===== config.mk =====
export PLATFORM = sky130hd
export DESIGN_NAME = local_network_interface_flat
export DESIGN_NICKNAME = d
export VERILOG_FILES = /design/src/rtl/local_network_interface_if.sv /design/src/rtl/local_network_interface.sv /design/src/flat_wrapper.sv
export SDC_FILE = /design/constraint.sdc
export NUM_CORES = 1
export LEC_CHECK = 0
export CAP_MARGIN = 40
export CORE_ASPECT_RATIO = 1.75
export CORE_MARGIN = 3
export CORE_UTILIZATION = 29
export DETAILED_ROUTE_END_ITERATION = 6
export DONT_BUFFER_PORTS = 1
export SYNTH_ARGS = -nofsm -noshare
export SYNTH_HDL_FRONTEND = slang
export SYNTH_SLANG_ARGS = --single-unit

===== constraint.sdc =====
create_clock -name clk -period 3 [get_ports clk]
set_input_delay 0.3 -clock clk [delete_from_list [all_inputs] [get_ports clk]]
set_output_delay 0.3 -clock clk [all_outputs]
set_load 0.05 [all_outputs]

===== src/rtl/local_network_interface_if.sv =====
// Core/router-facing signal bundle for the local network interface.
// slave = the NI itself, master = whatever drives it (core + router model).
interface local_network_interface_if #(
    parameter int DATA_W = 16
);
    logic              tx_req_i;
    logic [DATA_W-1:0] tx_dest_i;
    logic              tx_ack_o;
    logic              tx_pld_valid_i;
    logic [DATA_W-1:0] tx_pld_i;
    logic              tx_pld_ready_o;
    logic [DATA_W-1:0] ni_data_o;
    logic              ni_valid_o;
    logic              ni_credit_i;
    logic [DATA_W-1:0] ni_data_i;
    logic              ni_valid_i;
    logic              ni_credit_o;
    logic [DATA_W-1:0] rx_data_o;
    logic              rx_valid_o;
    logic              rx_head_o;
    logic              rx_ready_i;
    logic              err_overflow_o;
    logic [15:0]       stat_tx_pkts_o;
    logic [15:0]       stat_rx_pkts_o;

    modport slave (
        input  tx_req_i, tx_dest_i, tx_pld_valid_i, tx_pld_i, ni_credit_i,
               ni_data_i, ni_valid_i, rx_ready_i,
        output tx_ack_o, tx_pld_ready_o, ni_data_o, ni_valid_o, ni_credit_o,
               rx_data_o, rx_valid_o, rx_head_o, err_overflow_o,
               stat_tx_pkts_o, stat_rx_pkts_o
    );

    modport master (
        output tx_req_i, tx_dest_i, tx_pld_valid_i, tx_pld_i, ni_credit_i,
               ni_data_i, ni_valid_i, rx_ready_i,
        input  tx_ack_o, tx_pld_ready_o, ni_data_o, ni_valid_o, ni_credit_o,
               rx_data_o, rx_valid_o, rx_head_o, err_overflow_o,
               stat_tx_pkts_o, stat_rx_pkts_o
    );
endinterface


===== src/rtl/local_network_interface.sv =====
// Local-port network interface: credit-controlled TX packetizer plus RX ejection FIFO.
// Optional packet statistics counters are built when NI_STATS_EN is defined.
//
// state  | meaning
// S_IDLE | waiting for a core request; tx_ack_o pulses on acceptance
// S_HEAD | destination latched, header flit waits for a credit
// S_BODY | streaming PKT_LEN-1 body words, one per valid word with a credit
module local_network_interface #(
    parameter int DATA_W   = 16,
    parameter int PKT_LEN  = 4,
    parameter int CREDITS  = 8,
    parameter int EJ_DEPTH = 8
) (
    input logic                       clk,
    input logic                       reset,
    local_network_interface_if.slave  bus
);

    localparam int CW = $clog2(CREDITS + 1);
    localparam int BW = $clog2(PKT_LEN);
    localparam int PW = $clog2(EJ_DEPTH);
    localparam int FW = $clog2(EJ_DEPTH + 1);

    localparam logic [CW-1:0] CRED_MAX  = CW'(CREDITS);
    localparam logic [BW-1:0] LAST_BODY = BW'(PKT_LEN - 2);
    localparam logic [BW-1:0] LAST_IDX  = BW'(PKT_LEN - 1);
    localparam logic [FW-1:0] FIFO_FULL = FW'(EJ_DEPTH);

    typedef enum logic [1:0] {
        S_IDLE,
        S_HEAD,
        S_BODY
    } tx_state_t;

    tx_state_t         state, state_nxt;
    logic [CW-1:0]     credit_cnt;
    logic [BW-1:0]     body_cnt;
    logic [DATA_W-1:0] dest_q;
    logic [DATA_W-1:0] ni_data_q;
    logic              ni_valid_q;
    logic              can_send;
    logic              tx_ack;
    logic              pld_ready;
    logic              send_head;
    logic              send_body;
    logic              send;

    assign can_send = (credit_cnt != '0);
    assign send     = send_head | send_body;

    always_ff @(posedge clk or posedge reset) begin
        if (reset) state <= S_IDLE;
        else       state <= state_nxt;
    end

    always_comb begin
        state_nxt = state;
        tx_ack    = 1'b0;
        pld_ready = 1'b0;
        send_head = 1'b0;
        send_body = 1'b0;
        case (state)
            S_IDLE: begin
                if (bus.tx_req_i) begin
                    tx_ack    = 1'b1;
                    state_nxt = S_HEAD;
                end
            end
            S_HEAD: begin
                if (can_send) begin
                    send_head = 1'b1;
                    state_nxt = S_BODY;
                end
            end
            S_BODY: begin
                if (bus.tx_pld_valid_i && can_send) begin
                    send_body = 1'b1;
                    pld_ready = 1'b1;
                    if (body_cnt == LAST_BODY) state_nxt = S_IDLE;
                end
            end
            default: state_nxt = S_IDLE;
        endcase
    end

    always_ff @(posedge clk or posedge reset) begin
        if (reset) begin
            dest_q     <= '0;
            body_cnt   <= '0;
            ni_data_q  <= '0;
            ni_valid_q <= 1'b0;
        end else begin
            if (tx_ack) dest_q <= bus.tx_dest_i;
            if (send_head)      body_cnt <= '0;
            else if (send_body) body_cnt <= body_cnt + 1'b1;
            // data holds its last flit between sends; only valid drops
            if (send_head)      ni_data_q <= dest_q;
            else if (send_body) ni_data_q <= bus.tx_pld_i;
            ni_valid_q <= send;
        end
    end

    // a credit arriving together with a send cancels out; at the ceiling extra credits vanish
    always_ff @(posedge clk or posedge reset) begin
        if (reset) begin
            credit_cnt <= CRED_MAX;
        end else if (send && !bus.ni_credit_i) begin
            credit_cnt <= credit_cnt - 1'b1;
        end else if (!send && bus.ni_credit_i && (credit_cnt != CRED_MAX)) begin
            credit_cnt <= credit_cnt + 1'b1;
        end
    end

    assign bus.tx_ack_o       = tx_ack;
    assign bus.tx_pld_ready_o = pld_ready;
    assign bus.ni_data_o      = ni_data_q;
    assign bus.ni_valid_o     = ni_valid_q;

    logic [DATA_W-1:0] mem [EJ_DEPTH];
    logic [PW-1:0]     wr_ptr;
    logic [PW-1:0]     rd_ptr;
    logic [FW-1:0]     fifo_cnt;
    logic [BW-1:0]     rx_idx;
    logic              fifo_full;
    logic              rx_valid;
    logic              pop;
    logic              push;
    logic              credit_q;
    logic              overflow_q;

    assign fifo_full = (fifo_cnt == FIFO_FULL);
    assign rx_valid  = (fifo_cnt != '0);
    assign pop       = rx_valid & bus.rx_ready_i;
    // a pop frees the slot in the same cycle, so a write at full is legal then
    assign push      = bus.ni_valid_i & (~fifo_full | pop);

    always_ff @(posedge clk) begin
        if (push) mem[wr_ptr] <= bus.ni_data_i;
    end

    always_ff @(posedge clk or posedge reset) begin
        if (reset) begin
            wr_ptr     <= '0;
            rd_ptr     <= '0;
            fifo_cnt   <= '0;
            rx_idx     <= '0;
            credit_q   <= 1'b0;
            overflow_q <= 1'b0;
        end else begin
            if (push) wr_ptr <= wr_ptr + 1'b1;
            if (pop) begin
                rd_ptr <= rd_ptr + 1'b1;
                rx_idx <= (rx_idx == LAST_IDX) ? '0 : rx_idx + 1'b1;
            end
            if (push && !pop)      fifo_cnt <= fifo_cnt + 1'b1;
            else if (pop && !push) fifo_cnt <= fifo_cnt - 1'b1;
            credit_q <= pop;
            if (bus.ni_valid_i && fifo_full && !pop) overflow_q <= 1'b1;
        end
    end

    assign bus.rx_valid_o     = rx_valid;
    assign bus.rx_data_o      = rx_valid ? mem[rd_ptr] : '0;
    assign bus.rx_head_o      = rx_valid && (rx_idx == '0);
    assign bus.ni_credit_o    = credit_q;
    assign bus.err_overflow_o = overflow_q;

`ifdef NI_STATS_EN
    logic [15:0] stat_tx_q;
    logic [15:0] stat_rx_q;
    logic        tx_pkt_done;
    logic        rx_pkt_done;

    assign tx_pkt_done = send_body && (body_cnt == LAST_BODY);
    assign rx_pkt_done = pop && (rx_idx == LAST_IDX);

    always_ff @(posedge clk or posedge reset) begin
        if (reset) begin
            stat_tx_q <= '0;
            stat_rx_q <= '0;
        end else begin
            if (tx_pkt_done) stat_tx_q <= stat_tx_q + 16'd1;
            if (rx_pkt_done) stat_rx_q <= stat_rx_q + 16'd1;
        end
    end

    assign bus.stat_tx_pkts_o = stat_tx_q;
    assign bus.stat_rx_pkts_o = stat_rx_q;
`else
    assign bus.stat_tx_pkts_o = 16'd0;
    assign bus.stat_rx_pkts_o = 16'd0;
`endif

endmodule


===== src/flat_wrapper.sv =====
// flat-port wrapper written by rule: the top's interface ports become plain ports
module local_network_interface_flat 
#(
    parameter int DATA_W   = 16,
    parameter int PKT_LEN  = 4,
    parameter int CREDITS  = 8,
    parameter int EJ_DEPTH = 8
)
  (clk, reset, bus_tx_req_i, bus_tx_dest_i, bus_tx_pld_valid_i, bus_tx_pld_i, bus_ni_credit_i, bus_ni_data_i, bus_ni_valid_i, bus_rx_ready_i, bus_tx_ack_o, bus_tx_pld_ready_o, bus_ni_data_o, bus_ni_valid_o, bus_ni_credit_o, bus_rx_data_o, bus_rx_valid_o, bus_rx_head_o, bus_err_overflow_o, bus_stat_tx_pkts_o, bus_stat_rx_pkts_o);
  local_network_interface_if #(.DATA_W(DATA_W)) bus_i ();
  input logic clk;
  input logic reset;
  input wire logic [$bits(bus_i.tx_req_i)-1:0] bus_tx_req_i;
  input wire logic [$bits(bus_i.tx_dest_i)-1:0] bus_tx_dest_i;
  input wire logic [$bits(bus_i.tx_pld_valid_i)-1:0] bus_tx_pld_valid_i;
  input wire logic [$bits(bus_i.tx_pld_i)-1:0] bus_tx_pld_i;
  input wire logic [$bits(bus_i.ni_credit_i)-1:0] bus_ni_credit_i;
  input wire logic [$bits(bus_i.ni_data_i)-1:0] bus_ni_data_i;
  input wire logic [$bits(bus_i.ni_valid_i)-1:0] bus_ni_valid_i;
  input wire logic [$bits(bus_i.rx_ready_i)-1:0] bus_rx_ready_i;
  output wire logic [$bits(bus_i.tx_ack_o)-1:0] bus_tx_ack_o;
  output wire logic [$bits(bus_i.tx_pld_ready_o)-1:0] bus_tx_pld_ready_o;
  output wire logic [$bits(bus_i.ni_data_o)-1:0] bus_ni_data_o;
  output wire logic [$bits(bus_i.ni_valid_o)-1:0] bus_ni_valid_o;
  output wire logic [$bits(bus_i.ni_credit_o)-1:0] bus_ni_credit_o;
  output wire logic [$bits(bus_i.rx_data_o)-1:0] bus_rx_data_o;
  output wire logic [$bits(bus_i.rx_valid_o)-1:0] bus_rx_valid_o;
  output wire logic [$bits(bus_i.rx_head_o)-1:0] bus_rx_head_o;
  output wire logic [$bits(bus_i.err_overflow_o)-1:0] bus_err_overflow_o;
  output wire logic [$bits(bus_i.stat_tx_pkts_o)-1:0] bus_stat_tx_pkts_o;
  output wire logic [$bits(bus_i.stat_rx_pkts_o)-1:0] bus_stat_rx_pkts_o;
  assign bus_i.tx_req_i = bus_tx_req_i;
  assign bus_i.tx_dest_i = bus_tx_dest_i;
  assign bus_i.tx_pld_valid_i = bus_tx_pld_valid_i;
  assign bus_i.tx_pld_i = bus_tx_pld_i;
  assign bus_i.ni_credit_i = bus_ni_credit_i;
  assign bus_i.ni_data_i = bus_ni_data_i;
  assign bus_i.ni_valid_i = bus_ni_valid_i;
  assign bus_i.rx_ready_i = bus_rx_ready_i;
  assign bus_tx_ack_o = bus_i.tx_ack_o;
  assign bus_tx_pld_ready_o = bus_i.tx_pld_ready_o;
  assign bus_ni_data_o = bus_i.ni_data_o;
  assign bus_ni_valid_o = bus_i.ni_valid_o;
  assign bus_ni_credit_o = bus_i.ni_credit_o;
  assign bus_rx_data_o = bus_i.rx_data_o;
  assign bus_rx_valid_o = bus_i.rx_valid_o;
  assign bus_rx_head_o = bus_i.rx_head_o;
  assign bus_err_overflow_o = bus_i.err_overflow_o;
  assign bus_stat_tx_pkts_o = bus_i.stat_tx_pkts_o;
  assign bus_stat_rx_pkts_o = bus_i.stat_rx_pkts_o;
  local_network_interface #(.DATA_W(DATA_W), .PKT_LEN(PKT_LEN), .CREDITS(CREDITS), .EJ_DEPTH(EJ_DEPTH)) u_core (.clk(clk), .reset(reset), .bus(bus_i));
endmodule

==> results of run 1 <==
[worst max-delay path, cell delays in order, from the launching register on]
cell	delay (ns)
dfrtp_1	0.43
or3_4	0.43
nor2_4	0.09
inv_1	0.05
and2_1	0.21
inv_1	0.14
ha_1	0.19
inv_1	0.10
ha_1	0.28
a21o_1	0.17
a21oi_1	0.17
mux2i_1	0.26
xnor2_1	0.14
[stage by stage]
step | cell area [um2] | total power, mW | utilization | cells | setup slack, ns
floorplan | 7850 | 7.00 | - | 506 | 0.0419
finish | 9360 | 10.3 | 0.359 | 893 | 0.248
detailed placement | 8250 | 8.11 | 0.317 | 811 | 0.231
CTS | 9360 | 10.5 | 0.359 | 892 | 0.221
global route | 9360 | 10.9 | 0.359 | 892 | 0.00232
global placement | 8200 | 7.93 | 0.315 | 808 | 0.359
[cell families after synthesis]
kind of cell               count (synthesis)  synth area share
AOI/OAI and AO/OA                         40            0.0384
xor gates and xnor gates                   8           0.00906
adders and majority gates                 12            0.0214
buffers and inverters                     63            0.0482
DFF                                      183             0.675
muxes                                     67             0.141
other                                      1          0.000485
and+or+nand+nor                          101            0.0657
[per-layer routing]
| metal | vias up | wire length [um] | global-route usage |
|---|---|---|---|
| met4 | 2 | 414 | 0.0574 |
| li1 | 1896 | - | - |
| met3 | 28 | 745 | 0.0292 |
| met1 | 2150 | 5690 | 0.119 |
| met5 | - | 7 | 0 |
| met2 | 133 | 9550 | 0.227 |
[cell type report]
cell class | instances | area (um2) | share of cell area
Tap cell | 320 | 400 | 0.0428
Timing Repair Buffer | 84 | 793 | 0.0847
Clock buffer | 17 | 425 | 0.0454
Sequential cell | 183 | 5220 | 0.558
Inverter | 13 | 48.8 | 0.00521
Multi-Input combinational cell | 260 | 2280 | 0.243
Antenna cell | 1 | 2.50 | 0.000267
Clock inverter | 15 | 193 | 0.0206
[sequential cells by signal, indices dropped and copies added (netlist names), 2 cells and up]
register,cells
u_core.state,2
u_core.rd_ptr,3
u_core.dest_q,16
u_core.body_cnt,2
u_core.mem,128
u_core.bus.ni_data_o,16
u_core.credit_cnt,4
u_core.rx_idx,2
u_core.wr_ptr,3
u_core.fifo_cnt,4
[power groups by stage]
stage	combinational, mW	sequential [mW]	clock (mW)
after global routing	4.16	4.27	2.44
after floorplan	2.98	4.02	0
after global placement	3.73	4.20	0
after CTS	3.93	4.20	2.36
after detailed placement	3.86	4.25	0
final	3.85	4.18	2.28
[repair_timing]
action	in CTS	in global routing
buffers inserted	0	0
resized for setup	0	1
hold buffers	49	0
hold endpoints to repair	205	0
setup endpoints to repair	0	1
[cell usage after synthesis, types with 2 or more instances]
| cell | n |
|---|---|
| mux2_2 | 17 |
| ha_1 | 10 |
| and2_1 | 2 |
| nand2_1 | 20 |
| o21ai_0 | 6 |
| nand3_1 | 2 |
| nor2_1 | 40 |
| nor3_1 | 5 |
| buf_2 | 7 |
| o22ai_1 | 9 |
| clkbuf_1 | 9 |
| edfxtp_1 | 128 |
| a21o_1 | 3 |
| dfrtp_1 | 54 |
| buf_4 | 32 |
| nor2b_1 | 12 |
| inv_1 | 12 |
| mux4_2 | 32 |
| o211ai_1 | 2 |
| a21oi_1 | 4 |
| a221o_1 | 10 |
| nand2b_1 | 8 |
| fa_1 | 2 |
| xnor2_1 | 7 |
| mux2i_1 | 18 |
[worst paths after layout]
kind,start,end,cells after the start
max,u_core.fifo_cnt[0]$_DFFE_PP0P_,u_core.fifo_cnt[3]$_DFFE_PP0P_,12
min,bus_tx_pld_i[2],u_core.bus.ni_data_o[2]$_DFFE_PP0P_,2
max reg2reg,u_core.fifo_cnt[0]$_DFFE_PP0P_,u_core.fifo_cnt[3]$_DFFE_PP0P_,12
min reg2reg,u_core.rd_ptr[2]$_DFFE_PP0N_,u_core.rd_ptr[2]$_DFFE_PP0N_,1
max in group asynchronous,reset,u_core.dest_q[0]$_DFFE_PP0P_,4
min in group asynchronous,reset,u_core.bus.ni_data_o[10]$_DFFE_PP0P_,2
==> metrics.md, run 1 <==
| Metric | Value |
|---|---|
| Status | `completed` |
| Max cap viols | `0` |
| Total grt overflow | `0` |
| CTS tree | `yes` |
| Fillers | `2434` |
| Post-Syn Area per Cell | `16.3 um2` |
| Top-area cell type share of the netlist area | `0.497` |
| Final Hold Viols | `0` |
| Vias in the first global route | `4553` |
| Core ar. | `26100 um2` |
| Req. time, crit path | `approximately 3.4 ns` |
| Reg2Reg Setup Slack | `0.25 ns` |
| Flop pwr share | `0.405` |
| # IOs | `between 100 and 150` |
| Internal | `about 6 mW` |
| Slew @ Worst Pin | `0.724 ns` |
| Switching power total | `around 4.2 mW` |
| Post-synthesis cell area | `approximately 7700 um2` |
| Most common cell after layout, fill and taps aside | `edfxtp_1` |
| Startpoint Class | `flip-flop` |
| Num rows | `slightly below 80` |
| DR iter-0 viols | `215` |
| Primary FF master, synth | `edfxtp_1` |
| Post-route ant nets | `0` |
| Drt wl/cell | `~18 um` |
| Final wirelength | `16400 um` |
| Post-synthesis cell count | `approximately 480` |
| LEAKAGE | `3.48 nW` |
| Fmax | `roughly 360 MHz` |
| Total Neg Setup Slack | `0 ns` |
| Max_slew headroom | `0.515` |
| Drt drc | `0` |
| Detail Placement HPWL | `approximately 11000 um` |
| Pwr per Cell Area | `roughly 1100 nW/um2` |
| Drt pass-1 iters | `4` |
| Clock power frac | `0.221` |
| RSZ-0062 raised after global routing | `false` |
| Max-slew violation count | `0` |
| CTS Buffer Depth | `2` |
| Async S/R FF share, synth | `0.301` |
| Layout cells sized above 1 | `0.226` |
| Root Buffer | `clkbuf_16` |
| Sink Count | `183` |
| # setup viols final | `0` |
| Critical path type | `flip-flop to flip-flop` |
| Period utilisation layout | `0.917` |
| Worst-Skew Late Latency | `0.45 ns` |
| Clock transition at path regs | `0.07 ns` |
| Sw frac | `0.409` |
| YS warnings | `0` |
| TritonCTS buffer count | `17` |
| Die height | `around 220 um` |
| Die area | `~29000 um2` |
| WHS | `0.0310 ns` |
| Critical path endpoint category | `flip-flop` |
| Starting Density | `0.297` |
| Leading area contributor after synthesis | `edfxtp_1` |
| Most frequent cells in the layout | `edfxtp_1, dfrtp_1, dlygate4sd3_1` |
| Largest net degree at the start of global routing | `39` |
| Crit path DAT | `approximately 3.1 ns` |
| Nets | `about 630` |
| Post-synth cell types | `49` |
| Vias per inst | `around 4.7` |
| Die width | `129 um` |
| FF+latch count, synth | `about 180` |
| Port bufs | `0` |
| Clock skew | `about 0.013 ns` |
| Worst hold path class | `primary input to flip-flop` |
| Initial antenna violation count | `2` |
| Combinational Power Share | `0.374` |
| Largest cells by area after synthesis | `edfxtp_1, dfrtp_1, mux4_2` |
| Htree depth | `4` |
| Synthesis-to-finish area growth | `21.1%` |
| Top fanout value on the critical path | `7` |
| Vias | `between 4000 and 5000` |
| GRT Util Overall | `0.120` |
| Final GP Congestion | `0.739` |
| Seq/Total Area, Yosys | `0.675` |
| First-pass GRT wire length | `roughly 26000 um` |
| EDFF count, synth | `128` |
| Final min period | `~2.8 ns` |
| VDD IR max | `about 0.6 mV` |
No activity file was read; power rests on OpenSTA's default activity.
==> inputs of run 2 (changes only) <==
- SETUP_SLACK_MARGIN: not set -> 0.05
- SLEW_MARGIN: not set -> 20
==> run 2 against run 1 <==
Effect of this change:
- combinational power hardly changed
- critical path depth did not move
- die area is the same
- hold slack worse by 0.0071 ns
- core utilization fell by 0.36 points
- flip-flop and latch count did not move
- fmax rose by 2.5%
- routed wire length fell by 3.2%
- final cell count is 0.56% lower
- sequential power is essentially flat
- sequential share of layout area is 0.56 points higher
- critical endpoint unchanged
==> metrics.md, run 2 (synthesized netlist as in run 1, its figures left out) <==
| Metric | Value |
|---|---|
| Status | `completed (unchanged)` |
| CTS tree | `yes (unchanged)` |
| Worst-Skew Late Latency | `0.44 ns (was 0.45 ns)` |
| RSZ-0062 raised after global routing | `false (unchanged)` |
| Core ar. | `26100 um2 (unchanged)` |
| Critical path type | `flip-flop to flip-flop (unchanged)` |
| Drt pass-1 iters | `4 (unchanged)` |
| Worst Hold End | `u_core.bus.ni_data_o[8]$_DFFE_PP0P_ (was u_core.bus.ni_data_o[2]$_DFFE_PP0P_)` |
| # setup viols final | `0 (unchanged)` |
| Reg-to-reg critical path endpoint | `u_core.fifo_cnt[3]$_DFFE_PP0P_ (unchanged)` |
| Clock transition at path regs | `0.07 ns (about the same)` |
| Final wirelength | `15900 um (was 16400 um)` |
| Worst hold start | `bus_tx_pld_i[8] (was bus_tx_pld_i[2])` |
| Max_slew headroom | `0.665 (was 0.515)` |
| Port bufs | `0 (unchanged)` |
| Vias in the first global route | `4587 (was 4553)` |
| Vias per inst | `4.68 (was 4.71)` |
| Reg with most FFs | `u_core.mem (unchanged)` |
| Total Neg Setup Slack | `0 ns (unchanged)` |
| Drt wl/cell | `17.9 um (was 18.4 um)` |
| Largest net degree at the start of global routing | `35 (was 39)` |
| Synthesis-to-finish area growth | `19.9% (was 21.1%)` |
| Vias | `4157 (was 4209)` |
| Pwr per Cell Area | `1110 nW/um2 (was 1100 nW/um2)` |
| Initial antenna violation count | `2 (unchanged)` |
| Root Buffer | `clkbuf_16 (unchanged)` |
| Worst-case reg-to-reg path depth | `12 (unchanged)` |
| Die width | `129 um (unchanged)` |
| Die height | `222 um (unchanged)` |
| TritonCTS buffer count | `17 (unchanged)` |
| First-pass GRT wire length | `24900 um (was 25500 um)` |
| Nets | `620 (was 626)` |
| Num rows | `78 (unchanged)` |
| Final min period | `2.69 ns (was 2.75 ns)` |
| Sink Count | `183 (unchanged)` |
| Final Hold Viols | `0 (unchanged)` |
| Total grt overflow | `0 (unchanged)` |
| Layout cells sized above 1 | `0.233 (was 0.226)` |
| # IOs | `126 (unchanged)` |
| Final GP Congestion | `0.726 (was 0.739)` |
| Reg2Reg Setup Slack | `0.31 ns (was 0.25 ns)` |
| DR iter-0 viols | `262 (was 215)` |
| GRT Util Overall | `0.115 (was 0.120)` |
| Most frequent cells in the layout | `edfxtp_1, dfrtp_1, dlygate4sd3_1 (unchanged)` |
| Most common cell after layout, fill and taps aside | `edfxtp_1 (unchanged)` |
| Max reg flops | `128 (unchanged)` |
| WHS | `0.0239 ns (was 0.0310 ns)` |
| CP peak stage delay | `0.43 ns (about the same)` |
| Period utilisation layout | `0.895 (was 0.917)` |
| LEAKAGE | `3.44 nW (was 3.48 nW)` |
| VDD IR max | `0.568 mV (was 0.598 mV)` |
| Startpoint Class | `flip-flop (unchanged)` |
| Final Util | `0.356 (was 0.359)` |
| Detail Placement HPWL | `10400 um (was 11200 um)` |
| Critical path endpoint category | `flip-flop (unchanged)` |
| Clock skew | `0.00944 ns (was 0.0129 ns)` |
| Max cap viols | `0 (unchanged)` |
| Worst hold path class | `primary input to flip-flop (unchanged)` |
| Die area | `28700 um2 (unchanged)` |
| Most common cell on crit path | `ha_1 (was inv_1)` |
| R2R Path Start | `u_core.fifo_cnt[1]$_DFFE_PP0P_ (was u_core.fifo_cnt[0]$_DFFE_PP0P_)` |
| Max-slew violation count | `0 (unchanged)` |
| Fmax | `372 MHz (was 363 MHz)` |
| CP cell instances | `or3_4 > nor2_4 > clkinvlp_4 > and2_1 > inv_2 > ha_1 > inv_1 > ha_1 > a21o_1 > a21oi_2 > mux2i_1 > xnor2_1 (was or3_4 > nor2_4 > inv_1 > and2_1 > inv_1 > ha_1 > inv_1 > ha_1 > a21o_1 > a21oi_1 > mux2i_1 > xnor2_1)` |
| Top fanout value on the critical path | `7 (unchanged)` |
| Post-route ant nets | `0 (unchanged)` |
| Slew @ Worst Pin | `0.503 ns (was 0.724 ns)` |
| Req. time, crit path | `3.36 ns (about the same)` |
| CTS Buffer Depth | `2 (unchanged)` |
| Starting Density | `0.297 (unchanged)` |
| Htree depth | `4 (unchanged)` |
| Post-CTS setup buffer count | `0 (unchanged)` |
| Cell at the slowest stage of the critical path | `dfrtp_1 (unchanged)` |
| Hold Path Stages | `1 (was 2)` |
| Crit path DAT | `3.05 ns (was 3.12 ns)` |
| Drt drc | `0 (unchanged)` |
## run 2: changes by cell type in the layout (fill, tap and decap cells not counted), moves of 2 or more
cell / previous run / this run
dlygate4sd3_1: 49 / 42
inv_1: 11 / 9
clkinv_4: 1 / 3
clkinv_8: 4 / 0
clkinv_2: 0 / 2
buf_8: 2 / 0
buf_4: 31 / 34
inv_8: 5 / 3
## run 2: worst max path at each step
stage,endpoint,startpoint
floorplan,u_core.fifo_cnt[3]$_DFFE_PP0P_,u_core.fifo_cnt[1]$_DFFE_PP0P_
global placement,u_core.fifo_cnt[3]$_DFFE_PP0P_,u_core.fifo_cnt[1]$_DFFE_PP0P_
detailed placement,u_core.fifo_cnt[3]$_DFFE_PP0P_,u_core.fifo_cnt[1]$_DFFE_PP0P_
CTS,u_core.fifo_cnt[3]$_DFFE_PP0P_,u_core.fifo_cnt[1]$_DFFE_PP0P_
global route,u_core.fifo_cnt[3]$_DFFE_PP0P_,u_core.fifo_cnt[1]$_DFFE_PP0P_
finish,u_core.fifo_cnt[3]$_DFFE_PP0P_,u_core.fifo_cnt[1]$_DFFE_PP0P_
## run 2: layout make-up
| cell class | instances | area (um2) |
|---|---|---|
| clock buffers | 17 | 425 |
| well taps | 320 | 400 |
| fillers | 2415 | 16800 |
| multi-input cells | 260 | 2280 |
| flip-flops and latches | 183 | 5220 |
| inverters | 13 | 52.6 |
| repair buffers | 78 | 716 |
| clock inverters | 15 | 168 |
| diodes | 2 | 5.00 |
## run 2: stage by stage
stage               total power, mW  worst slack (ns)  area, um2  std cells
floorplan                      7.02            0.0600       7860        506
global placement               7.91             0.372       8220        810
detailed placement             8.08             0.286       8250        812
CTS                            10.4             0.274       9270        886
global route                   10.9             0.126       9270        886
finish                         10.3             0.315       9270        888
## run 2: repair_timing
item | in CTS | in global routing
endpoints found under the hold margin | 194 | 0
resized for setup | 0 | 0
hold buffers | 42 | 0
## run 2: worst max-delay path, delay by kind of cell (launching register included)
family	cells	cell delay (ns)
AOI/OAI and AO/OA	2	0.32
xor gates and xnor gates	1	0.13
adders and majority gates	2	0.45
buffers and inverters	3	0.29
DFF	1	0.43
muxes	1	0.22
and+or+nand+nor	3	0.76
## run 2: where the power goes
| group | internal (mW) | switching (mW) | total [mW] |
|---|---|---|---|
| clock network | 1.25 | 0.994 | 2.24 |
| registers | 3.32 | 0.840 | 4.16 |
| logic | 1.57 | 2.30 | 3.87 |
| total | 6.14 | 4.14 | 10.3 |
## run 2: routing by layer
metal | GRT usage | vias to the layer above | share of wire
met3 | 0.0350 | 23 | 0.055
met4 | 0.0490 | 0 | 0.024
met1 | 0.116 | 2116 | 0.37
met2 | 0.213 | 137 | 0.56
li1 | - | 1881 | -
met5 | 0 | - | 0
==> inputs of run 3 (changes only) <==
- CAP_MARGIN: 40 -> not set
- CORE_UTILIZATION: 29 -> 45
- DONT_BUFFER_PORTS: 1 -> not set
- PLACE_DENSITY: not set -> 0.69
==> run 3 against run 2 <==
Effect of this change:
- clock power rose by 3%
- register-to-register slack got worse by 0.05 ns
- fmax shrank 2.8%
- die area fell by 34%
- hold slack improved by 0.34 ns
- non-clock buffer count is 39 higher
- critical path type is now flip-flop to output port
- critical endpoint is now bus_rx_data_o[7]
==> metrics.md, run 3 (synthesized netlist as in run 1, its figures left out) <==
| Metric | Value |
|---|---|
| CTS tree | `yes (unchanged)` |
| Root Buffer | `clkbuf_16 (unchanged)` |
| Htree depth | `4 (unchanged)` |
| Reg-to-reg critical path endpoint | `u_core.fifo_cnt[3]$_DFFE_PP0P_ (unchanged)` |
| Final GP Congestion | `0.834 (was 0.726)` |
| Die height | `179 um (was 222 um)` |
| Max reg flops | `128 (unchanged)` |
| Drt wl/cell | `18.7 um (was 17.9 um)` |
| Reg2Reg Setup Slack | `0.26 ns (was 0.31 ns)` |
| Most frequent cells in the layout | `edfxtp_1, clkdlybuf4s50_1, dfrtp_1 (was edfxtp_1, dfrtp_1, dlygate4sd3_1)` |
| CTS Buffer Depth | `2 (unchanged)` |
| Vias in the first global route | `4778 (was 4587)` |
| GRT Util Overall | `0.172 (was 0.115)` |
| Final wirelength | `15500 um (was 15900 um)` |
| Setup slack after layout | `0.238 ns (was 0.315 ns)` |
| Post-CTS Resized | `1 (was 0)` |
| Crit path DAT | `2.46 ns (was 3.05 ns)` |
| Nets | `659 (was 620)` |
| Cell at the slowest stage of the critical path | `clkdlybuf4s50_1 (was dfrtp_1)` |
| Vias per inst | `5.23 (was 4.68)` |
| Hold-fix buffers, CTS | `0 (was 42)` |
| Post-route ant nets | `0 (unchanged)` |
| Final min period | `2.76 ns (was 2.69 ns)` |
| Top fanout value on the critical path | `16 (was 7)` |
| # setup viols final | `0 (unchanged)` |
| Slew @ Worst Pin | `0.830 ns (was 0.503 ns)` |
| Clock skew | `0.0104 ns (was 0.00944 ns)` |
| Reg with most FFs | `u_core.mem (unchanged)` |
| Total Neg Setup Slack | `0 ns (unchanged)` |
| Synthesis-to-finish area growth | `23.3% (was 19.9%)` |
| Max_slew headroom | `0.446 (was 0.665)` |
| Port bufs | `93 (was 0)` |
| Post-CTS setup buffer count | `0 (unchanged)` |
| Drt pass-1 iters | `4 (unchanged)` |
| Startpoint Class | `flip-flop (unchanged)` |
| VDD IR max | `0.690 mV (was 0.568 mV)` |
| Critical path type | `flip-flop to output port (was flip-flop to flip-flop)` |
| Pwr per Cell Area | `1110 nW/um2 (about the same)` |
| Most common cell after layout, fill and taps aside | `edfxtp_1 (unchanged)` |
| Req. time, crit path | `2.70 ns (was 3.36 ns)` |
| DR iter-0 viols | `187 (was 262)` |
| Num rows | `62 (was 78)` |
| Total grt overflow | `0 (unchanged)` |
| Die area | `18800 um2 (was 28700 um2)` |
| Drt drc | `0 (unchanged)` |
| Period utilisation layout | `0.921 (was 0.895)` |
| Largest net degree at the start of global routing | `39 (was 35)` |
| Starting Density | `0.466 (was 0.297)` |
| Final Hold Viols | `0 (unchanged)` |
| WP depth | `5 (was 12)` |
| LEAKAGE | `3.60 nW (was 3.44 nW)` |
| Initial antenna violation count | `0 (was 2)` |
| Status | `completed (unchanged)` |
| Vias | `4333 (was 4157)` |
| Worst-Skew Late Latency | `0.42 ns (was 0.44 ns)` |
| Die width | `105 um (was 129 um)` |
| First-pass GRT wire length | `24500 um (was 24900 um)` |
| Clock transition at path regs | `0.07 ns (about the same)` |
| Max cap viols | `0 (unchanged)` |
| Worst hold path class | `primary input to async pin (was primary input to flip-flop)` |
| RSZ-0062 raised after global routing | `false (unchanged)` |
| CP peak stage delay | `0.71 ns (was 0.43 ns)` |
| Fmax | `362 MHz (was 372 MHz)` |
| Sink Count | `183 (unchanged)` |
| Worst path bufs/invs | `2 (was 3)` |
| Layout cells sized above 1 | `0.226 (was 0.233)` |
| TritonCTS buffer count | `17 (unchanged)` |
| Critical path endpoint category | `output port (was flip-flop)` |
| CP cell instances | `or3_4 > nor2_4 > buf_4 > nor2_1 > clkdlybuf4s50_1 (was or3_4 > nor2_4 > clkinvlp_4 > and2_1 > inv_2 > ha_1 > inv_1 > ha_1 > a21o_1 > a21oi_2 > mux2i_1 > xnor2_1)` |
| Pwr Total | `10.6 mW (was 10.3 mW)` |
| Core ar. | `16600 um2 (was 26100 um2)` |
| Ant. Diodes | `0 (was 2)` |
| Detail Placement HPWL | `10800 um (was 10400 um)` |
| CP startpoint | `u_core.fifo_cnt[1]$_DFFE_PP0P_ (unchanged)` |
| Worst-case reg-to-reg path depth | `12 (unchanged)` |
| Worst Setup EP | `bus_rx_data_o[7] (was u_core.fifo_cnt[3]$_DFFE_PP0P_)` |
| # IOs | `126 (unchanged)` |
| Pre-CTS setup slack | `0.222 ns (was 0.286 ns)` |
| R2R Path Start | `u_core.fifo_cnt[1]$_DFFE_PP0P_ (unchanged)` |
| Critical path's top delay family | `buffers and inverters (was simple AND/OR/NAND/NOR gates)` |
| Max-slew violation count | `0 (unchanged)` |
-- run 3: cell count changes in the layout (fill, tap and decap cells not counted), sizes merged --
cell / previous run / this run
dlygate4sd2: 0 / 1
inv: 18 / 21
clkdlybuf4s50: 0 / 76
buf: 36 / 40
clkinv: 6 / 3
dlygate4sd3: 42 / 0
diode: 2 / 0
-- run 3: worst min path at each step --
stage | from | end | slack, ns
6_report | reset | u_core.fifo_cnt[2]$_DFFE_PP0P_ | 0.37
5_1_grt | reset | u_core.bus.ni_data_o[0]$_DFFE_PP0P_ | 0.44
4_1_cts | reset | u_core.dest_q[1]$_DFFE_PP0P_ | 0.38
3_5_place_dp | u_core.bus.err_overflow_o$_DFFE_PP0P_ | u_core.bus.err_overflow_o$_DFFE_PP0P_ | 0.44
3_3_place_gp | u_core.bus.err_overflow_o$_DFFE_PP0P_ | u_core.bus.err_overflow_o$_DFFE_PP0P_ | 0.44
2_1_floorplan | bus_ni_data_i[0] | u_core.mem[0][0]$_DFFE_PP_ | 0.40
-- run 3: cell type report --
class | instances | area [um2]
Clock buffer | 17 | 425
Timing Repair Buffer | 117 | 1080
Tap cell | 224 | 280
Multi-Input combinational cell | 260 | 2270
Inverter | 13 | 52.6
Fill cell | 1343 | 7070
Sequential cell | 183 | 5220
Clock inverter | 15 | 200
-- run 3: layer usage --
layer	part of all wire	up-vias	track usage
met5	0	-	0
met4	0.024	0	0.0673
met3	0.042	29	0.0394
met2	0.57	116	0.330
met1	0.36	2228	0.180
li1	-	1960	-
-- run 3: where the power goes --
group          total, mW  internal (mW)  switching (mW)
sequential          3.67           3.33           0.338
combinational       4.60           1.81            2.79
clock               2.31           1.28            1.02
total               10.6           6.42            4.15
-- run 3: through the flow --
step	std cells	cell area [um2]	utilization	hold WS, ns
final	829	9530	0.574	0.367
after global routing	829	9530	0.574	0.437
after CTS	829	9530	0.574	0.383
after detailed placement	797	8900	0.536	0.443
after global placement	797	8900	0.536	0.438
after floorplan	506	7860	-	0.399
